===== config.mk =====
export PLATFORM = sky130hd
export DESIGN_NAME = uart_tx_arbiter_flat
export DESIGN_NICKNAME = d
export VERILOG_FILES = /design/src/rtl/uart_tx_arbiter_if.sv /design/src/rtl/uart_tx_arbiter.sv /design/src/flat_wrapper.sv
export SDC_FILE = /design/constraint.sdc
export NUM_CORES = 1
export LEC_CHECK = 0
export CAP_MARGIN = 25
export CORE_MARGIN = 5
export CORE_UTILIZATION = 44
export CTS_CLUSTER_DIAMETER = 100
export DETAILED_ROUTE_END_ITERATION = 8
export GPL_ROUTABILITY_DRIVEN = 0
export PLACE_DENSITY = 0.8
export SLEW_MARGIN = 20
export SYNTH_ARGS = -nofsm -noshare
export SYNTH_HDL_FRONTEND = slang
export SYNTH_SLANG_ARGS = --single-unit

===== constraint.sdc =====
create_clock -name clock -period 2.5 [get_ports clock]
set_input_delay 0.75 -clock clock [delete_from_list [all_inputs] [get_ports clock]]
set_output_delay 0.75 -clock clock [all_outputs]
set_load 0.05 [all_outputs]

===== src/rtl/uart_tx_arbiter_if.sv =====
// Byte-stream bundle between N_REQ console requesters and one UART transmit port.
// master = arbiter side, slave = requesters/downstream side.
interface uart_tx_arbiter_if #(
    parameter int N_REQ      = 4,
    parameter int DATA_WIDTH = 8
);
    logic [N_REQ-1:0]            req_valid;
    logic [N_REQ-1:0]            req_ready;
    logic [N_REQ*DATA_WIDTH-1:0] req_bits;
    logic                        out_valid;
    logic                        out_ready;
    logic [DATA_WIDTH-1:0]       out_bits;

    modport master (
        input  req_valid, req_bits, out_ready,
        output req_ready, out_valid, out_bits
    );

    modport slave (
        output req_valid, req_bits, out_ready,
        input  req_ready, out_valid, out_bits
    );
endinterface


===== src/rtl/uart_tx_arbiter.sv =====
// Round-robin, line-granular arbiter sharing one UART byte stream among N_REQ requesters.
// Optional: define UART_ARB_TAG_EN to emit the granted requester's ASCII id before its bytes.
module uart_tx_arbiter #(
    parameter int                    N_REQ         = 4,
    parameter int                    DATA_WIDTH    = 8,
    parameter int                    MAX_BURST     = 64,
    parameter logic [DATA_WIDTH-1:0] EOL_BYTE      = 8'h0A,
    parameter int                    STALL_TIMEOUT = 32,
    localparam int                   GW            = (N_REQ > 1) ? $clog2(N_REQ) : 1
) (
    input  logic                 clock,
    input  logic                 reset,
    uart_tx_arbiter_if.master    bus,
    output logic [GW-1:0]        grant_id,
    output logic                 busy
);

`ifdef UART_ARB_TAG_EN
    typedef enum logic [1:0] {IDLE = 2'd0, STREAM = 2'd1, TAG = 2'd2} state_t;
`else
    typedef enum logic [1:0] {IDLE = 2'd0, STREAM = 2'd1} state_t;
`endif

    state_t          state_q, state_d;
    logic [GW-1:0]   rr_ptr_q, rr_ptr_d;
    logic [GW-1:0]   grant_q, grant_d;
    logic [7:0]      byte_cnt_q, byte_cnt_d;
    logic [7:0]      stall_cnt_q, stall_cnt_d;

    logic [DATA_WIDTH-1:0] req_byte [N_REQ];
    logic [GW-1:0]         rot_idx  [N_REQ];
    logic [N_REQ-1:0]      rot_valid;
    logic                  pick_valid;
    logic [GW-1:0]         pick_idx;
    logic                  g_valid;
    logic [DATA_WIDTH-1:0] g_byte;
    logic                  release_now;

    logic                  out_valid;
    logic [DATA_WIDTH-1:0] out_bits;
    logic [N_REQ-1:0]      req_ready;

    // rot_idx[k] is the requester k places after rr_ptr, wrapped modulo N_REQ.
    genvar gi;
    generate
        for (gi = 0; gi < N_REQ; gi++) begin : g_req
            logic [GW:0] sum;
            assign req_byte[gi]  = bus.req_bits[gi*DATA_WIDTH +: DATA_WIDTH];
            assign sum           = {1'b0, rr_ptr_q} + (GW+1)'(gi);
            assign rot_idx[gi]   = GW'((sum >= (GW+1)'(N_REQ)) ? sum - (GW+1)'(N_REQ) : sum);
            assign rot_valid[gi] = bus.req_valid[rot_idx[gi]];
        end
    endgenerate

    // Walk from the far end so the nearest asserted requester to rr_ptr wins.
    always_comb begin
        pick_valid = 1'b0;
        pick_idx   = '0;
        for (int k = N_REQ - 1; k >= 0; k--) begin
            if (rot_valid[k]) begin
                pick_valid = 1'b1;
                pick_idx   = rot_idx[k];
            end
        end
    end

    assign g_valid = bus.req_valid[grant_q];
    assign g_byte  = req_byte[grant_q];

    always_comb begin
        state_d     = state_q;
        rr_ptr_d    = rr_ptr_q;
        grant_d     = grant_q;
        byte_cnt_d  = byte_cnt_q;
        stall_cnt_d = stall_cnt_q;
        out_valid   = 1'b0;
        out_bits    = '0;
        req_ready   = '0;
        release_now = 1'b0;
        case (state_q)
            IDLE: begin
                if (pick_valid) begin
                    grant_d     = pick_idx;
                    byte_cnt_d  = '0;
                    stall_cnt_d = '0;
`ifdef UART_ARB_TAG_EN
                    state_d     = TAG;
`else
                    state_d     = STREAM;
`endif
                end
            end
`ifdef UART_ARB_TAG_EN
            TAG: begin
                out_valid = 1'b1;
                out_bits  = (int'(grant_q) < 10) ? DATA_WIDTH'(int'(grant_q) + 'h30)
                                                 : DATA_WIDTH'(int'(grant_q) + 'h41 - 10);
                if (bus.out_ready) begin
                    state_d = STREAM;
                end
            end
`endif
            STREAM: begin
                out_valid          = g_valid;
                out_bits           = g_byte;
                req_ready[grant_q] = bus.out_ready;
                if (g_valid && bus.out_ready) begin
                    byte_cnt_d  = byte_cnt_q + 8'd1;
                    stall_cnt_d = '0;
                    if (g_byte == EOL_BYTE || byte_cnt_q == 8'(MAX_BURST - 1)) begin
                        release_now = 1'b1;
                    end
                end else if (!g_valid) begin
                    // Backpressure (valid high, ready low) deliberately leaves the stall count alone.
                    if (stall_cnt_q == 8'(STALL_TIMEOUT - 1)) begin
                        release_now = 1'b1;
                    end else begin
                        stall_cnt_d = stall_cnt_q + 8'd1;
                    end
                end
                if (release_now) begin
                    state_d  = IDLE;
                    rr_ptr_d = (grant_q == GW'(N_REQ - 1)) ? '0 : grant_q + 1'b1;
                end
            end
            default: state_d = IDLE;
        endcase
    end

    always_ff @(posedge clock) begin
        if (reset) begin
            state_q     <= IDLE;
            rr_ptr_q    <= '0;
            grant_q     <= '0;
            byte_cnt_q  <= '0;
            stall_cnt_q <= '0;
        end else begin
            state_q     <= state_d;
            rr_ptr_q    <= rr_ptr_d;
            grant_q     <= grant_d;
            byte_cnt_q  <= byte_cnt_d;
            stall_cnt_q <= stall_cnt_d;
        end
    end

    assign bus.out_valid = out_valid;
    assign bus.out_bits  = out_bits;
    assign bus.req_ready = req_ready;
    assign grant_id      = grant_q;
    assign busy          = (state_q != IDLE);

endmodule


===== src/flat_wrapper.sv =====
// flat-port wrapper written by rule: the top's interface ports become plain ports
module uart_tx_arbiter_flat 
#(
    parameter int                    N_REQ         = 4,
    parameter int                    DATA_WIDTH    = 8,
    parameter int                    MAX_BURST     = 64,
    parameter logic [DATA_WIDTH-1:0] EOL_BYTE      = 8'h0A,
    parameter int                    STALL_TIMEOUT = 32,
    localparam int                   GW            = (N_REQ > 1) ? $clog2(N_REQ) : 1
)
  (clock, reset, grant_id, busy, bus_req_valid, bus_req_bits, bus_out_ready, bus_req_ready, bus_out_valid, bus_out_bits);
  uart_tx_arbiter_if #(.N_REQ(N_REQ), .DATA_WIDTH(DATA_WIDTH)) bus_i ();
  input  logic clock;
  input  logic reset;
  output logic [GW-1:0] grant_id;
  output logic busy;
  input wire logic [$bits(bus_i.req_valid)-1:0] bus_req_valid;
  input wire logic [$bits(bus_i.req_bits)-1:0] bus_req_bits;
  input wire logic [$bits(bus_i.out_ready)-1:0] bus_out_ready;
  output wire logic [$bits(bus_i.req_ready)-1:0] bus_req_ready;
  output wire logic [$bits(bus_i.out_valid)-1:0] bus_out_valid;
  output wire logic [$bits(bus_i.out_bits)-1:0] bus_out_bits;
  assign bus_i.req_valid = bus_req_valid;
  assign bus_i.req_bits = bus_req_bits;
  assign bus_i.out_ready = bus_out_ready;
  assign bus_req_ready = bus_i.req_ready;
  assign bus_out_valid = bus_i.out_valid;
  assign bus_out_bits = bus_i.out_bits;
  uart_tx_arbiter #(.N_REQ(N_REQ), .DATA_WIDTH(DATA_WIDTH), .MAX_BURST(MAX_BURST), .EOL_BYTE(EOL_BYTE), .STALL_TIMEOUT(STALL_TIMEOUT)) u_core (.clock(clock), .reset(reset), .bus(bus_i), .grant_id(grant_id), .busy(busy));
endmodule

# Yosys cells after proc, flatten, opt, wreduce, memory -nomap -nowiden
# Cells that the tools add are included.
# W data, S select, Z words.
# classes
addsub	10
n_eq_ne	10
n_reduce_logical	11
n_lt_le_gt_ge	11
muxes	46
bitwise_logic	2
# op_table
operator	n
$mux W8	8
$pmux W8 S2	2
$mux W2	11
$add A8 B1 Y8 const B	2
$bmux W8 S2	1
$mux W1	16
$lt A2 B3 Y1 const B	5
$ge A3 B3 Y1 const B	4
$bmux W1 S2	5
$eq A8 B4 Y1 const B	1
$eq A8 B5 Y1 const B	1
$eq A8 B6 Y1 const B	1
$sub A2 B1 Y2 const B	4
$add A2 B2 Y3 const B	2
$ne A2 B1 Y1 const B	3
$reduce_and A2 Y1	3
$and A4 B4 Y4	1
$mux W4	1
$pmux W2 S2	1
$reduce_and A4 Y1	1
$reduce_bool A2 Y1	2
$add A2 B1 Y3 const B	1
$ge A2 B3 Y1 const B	1
$ne A3 B2 Y1 const B	1
other kinds (11)	12
# totals
out_inout_bits	16
ff_bits	22
word_cells	95
inputBits	39

# Logic depth before layout (Yosys ltp)
# depth
ltp_word	11
mapped_depth	6

# Least setup slack after synthesis
# Ideal clock, no wire load.
# synth_timing
path_kind	reg2out
from	register u_core.grant_q[0], in the netlist u_core.grant_id[0]
to	output bus_out_bits[1]
path_slack_ps	-119
path_stages_with_launch	4
arrival_time_ps	1869
path_cell_list	dfxtp_1 > buf_6 > mux4_1 > and2_1
# synth_between
elab_chain_cells	5
# synth_rtl
element	line	rtl
from (decl)	uart_tx_arbiter.sv:26	logic [GW-1:0] grant_q, grant_d;
from (signal assigned)	uart_tx_arbiter.sv:140	grant_q <= grant_d;
$not A2 Y3 (not written as such)	uart_tx_arbiter.sv:68	assign g_byte = req_byte[grant_q];
$bmux W8 S2	uart_tx_arbiter.sv:68	
$mux W8 (not written as such) (2 in a row)	uart_tx_arbiter.sv:68	
$mux W8	uart_tx_arbiter.sv:80	case (state_q)
to (decl)	flat_wrapper.sv:22	output wire logic [$bits(bus_i.out_bits)-1:0] bus_out_bits;
# Every way passes these cells. The select of a mux whose other input is x is not followed.

# Worst setup path in the final report
# layout_timing
from	input bus_req_bits[25]
to	output bus_out_bits[1]
# layout_between
elab_chain_cells	4
# layout_rtl
element	line	rtl
from (decl)	flat_wrapper.sv:18	input wire logic [$bits(bus_i.req_bits)-1:0] bus_req_bits;
$bmux W8 S2	uart_tx_arbiter.sv:68	
$mux W8 (not written as such) (2 in a row)	uart_tx_arbiter.sv:68	
$mux W8	uart_tx_arbiter.sv:80	
# Every way passes these cells. The select of a mux whose other input is x is not followed.

==> summary.txt <==
Placement
  • Dpl hpwl: 3.21 mm
  • DP Worst Slack: -0.364 ns
  • Post-Place Cells: 278
  • Input/output buffers: 54

STA
  • Setup violators final: 1
  • Tcrit/Tclk final: 100%
  • Max-slew headroom: 56.0%
  • Worst slew pin tran: 0.659 ns
  • Final-report max-slew violation count: 0
  • Final Worst Setup Slack: -0.0000971 ns
  • Min Tclk post-route: 2.50 ns
  • Peak Freq: 400 MHz
  • Final Skew: 0.0121 ns
  • Hold Fails Final Rpt: 0

GRT
  • Total track usage: 19.3%
  • Number of global-route vias before repair: 1470
  • Overflow after GRT: 0
  • Largest net degree at the start of global routing: 20
  • Initial antenna violation count: 0
  • First-pass GRT wire length: 6.77 mm

Setup path
  • Top delay family on crit path: multiplexers
  • CP required: 1.75 ns
  • Critical Path AT: 1.75 ns
  • Worst Setup Start Kind: primary input
  • Worst Path Buf+Inv: 2
  • Critical-path top delay cell: mux4_2
  • Critical path type: primary input to output port
  • Critical path, cell by cell: clkdlybuf4s15_1, mux4_2, and2_4, buf_8
  • CP endpoint kind: output port
  • CP peak stage delay: 0.49 ns
  • CP max FO: 2

Synth
  • Synth Cell Area: 1480 um2
  • Syn_area_per_cell: 9.17 um2
  • FFs w/ async S/R, synth: 0%
  • Most used flip-flop cell after synthesis: dfxtp_1
  • Synth top area share: 28.5%
  • Synth unique cells: 41
  • Cell taking the most area after synthesis: dfxtp_1
  • EDFF count, synth: 0
  • Post-Syn Nets: 206
  • Area contributors post-synth: dfxtp_1 28%, mux4_2 11%, ha_1 5.1%, nor2_1 4.6%, and2_1 3.8%
  • Sequential fraction of the synthesis area: 28.5%
  • Register bit total from synthesis: 21
  • Yosys warning count: 0
  • Post-Syn Instances: 161

Routing
  • Detailed Route WL: 4.49 mm
  • Initial DRC count: 80
  • DR WL/cell: 15.4 um
  • Vias: 1564
  • Drt drc: 0
  • Via density: 5.36
  • TritonRoute pass-1 iters: 4
  • Post-route ant nets: 0

Final layout
  • Layout Area Growth over Synthesis: 60.3%
  • Fraction of layout cells with a size suffix above 1: 35.4%
  • Commonest non-fill, non-tap cell in the layout: buf_4
  • Non-filler cells, final: 292
  • Filler cells: 249
  • Inserted Diodes: 0
  • Final core occ: 72.0%
  • Most frequent cells in the layout: 33 x buf_4, 25 x clkdlybuf4s15_1, 19 x dfxtp_1, 18 x nor2_1, 13 x nand2_1
  • Layout net count: 292

Floorplan
  • Die W: 67.9 um
  • Die ar.: 4610 um2
  • DIE HEIGHT: 67.9 um
  • Core Region: 3280 um2
  • Starting Density: 45.0%
  • FP Rows: 21
  • I/O Pins: 55

Power and ir drop
  • Pwr dens: 349 nW/um2
  • P_leak: 0.988 nW
  • Max VDD drop: 0.000305 V

CTS
  • CTS buffer count: 3
  • H-tree depth: 1
  • Post-CTS Hold Fix Bufs: 0
  • Clk Latency, worst-skew pair: 0.31 ns
  • CTS tree: done
  • Root buf cell: clkbuf_4
  • Longest Clk Path Bufs: 2
  • Clk sinks: 21
  • Clock-pin slew on the worst setup and hold paths: 0.12 ns

Job
  • Max Cap Violations: 0

Status
  • Failing checks: setup timing
  • Status: complete, but fails checks

Worst hold path
  • Hold crit path type: register to register
-- worst reg2reg max path: cells and delay by family (launching register included) --
kind / cells / cell delay (ns)
flip-flops: 1 / 0.38
AO/OA/AOI/OAI: 1 / 0.15
multiplexers: 2 / 0.85
AND/OR/NAND/NOR: 2 / 0.49
buffers and inverters: 3 / 0.41
-- area by class of cell --
type	instances	area [um2]	share of cell area, %
Multi-Input combinational cell	129	1020	43.1
Inverter	6	22.5	0.952
Clock buffer	4	26.3	1.11
Timing Repair Buffer	86	815	34.4
Sequential cell	21	425	18.0
Tap cell	46	57.6	2.43
-- final timing paths --
check,from,to,slack (ns),cells past startpoint
setup reg to reg,u_core.grant_id[0],u_core.rr_ptr_q[0],0.13,8
setup / recovery,bus_req_bits[25],bus_out_bits[1],-0.0001,4
hold reg to reg,u_core.stall_cnt_q[1],u_core.stall_cnt_q[1],0.49,2
hold / removal,u_core.stall_cnt_q[1],u_core.stall_cnt_q[1],0.49,2
-- kinds of logic (layout without fill, tap and decap cells) --
| group | Yosys count | count (layout) | synth area share, % |
|---|---|---|---|
| AOI/OAI and AO/OA | 30 | 30 | 14.4 |
| xor gates and xnor gates | 8 | 8 | 4.75 |
| adders and majority gates | 6 | 6 | 5.08 |
| buffers and inverters | 11 | 96 | 3.39 |
| DFF | 21 | 21 | 28.5 |
| muxes | 11 | 11 | 15.7 |
| and+or+nand+nor | 74 | 74 | 28.2 |
-- registers in the layout (all words and copies together), names as in the netlist --
name / count
u_core.rr_ptr_q: 2
u_core.stall_cnt_q: 8
u_core.byte_cnt_q: 8
u_core.state_q: 1
u_core.grant_id: 2
-- power by group --
part           leakage, nW  switching, mW  internal [mW]
clock network       0.0150          0.103         0.0623
registers            0.171         0.0110          0.339
logic                0.802          0.146          0.164
total                0.988          0.260          0.566
-- stage by stage --
| step | instance area (um2) | hold slack [ns] | total power [mW] | setup TNS (ns) |
|---|---|---|---|---|
| floorplan | 1480 | 0.449 | 0.496 | 0 |
| global placement | 2230 | 0.467 | 0.627 | -5.59 |
| detailed placement | 2230 | 0.468 | 0.631 | -6.46 |
| CTS | 2370 | 0.487 | 0.823 | 0 |
| global route | 2370 | 0.518 | 0.866 | -0.0343 |
| finish | 2370 | 0.487 | 0.826 | -0.0000971 |
-- per-layer routing --
metal	share of wire, %	GRT usage, %
met1	39	24.0
met2	55	34.5
met3	4.6	3.61
met4	1.2	4.22
met5	0	0
-- synth_stat cells (4+ instances only) --
cell / n
a21oi_1: 10
and2_1: 9
and3_1: 5
dfxtp_1: 21
ha_1: 6
inv_1: 6
mux4_2: 7
nand2_1: 13
nand2b_1: 4
nor2_1: 18
nor3_1: 6
nor4_1: 4
o21ai_0: 4
xor2_1: 5
-- repair_timing --
| item | in CTS | in global routing |
|---|---|---|
| setup buffers | 6 | 4 |
| gates resized for setup | 100 | 19 |
| setup endpoints to repair | 11 | 12 |
Power figures use the tool's default switching activity.
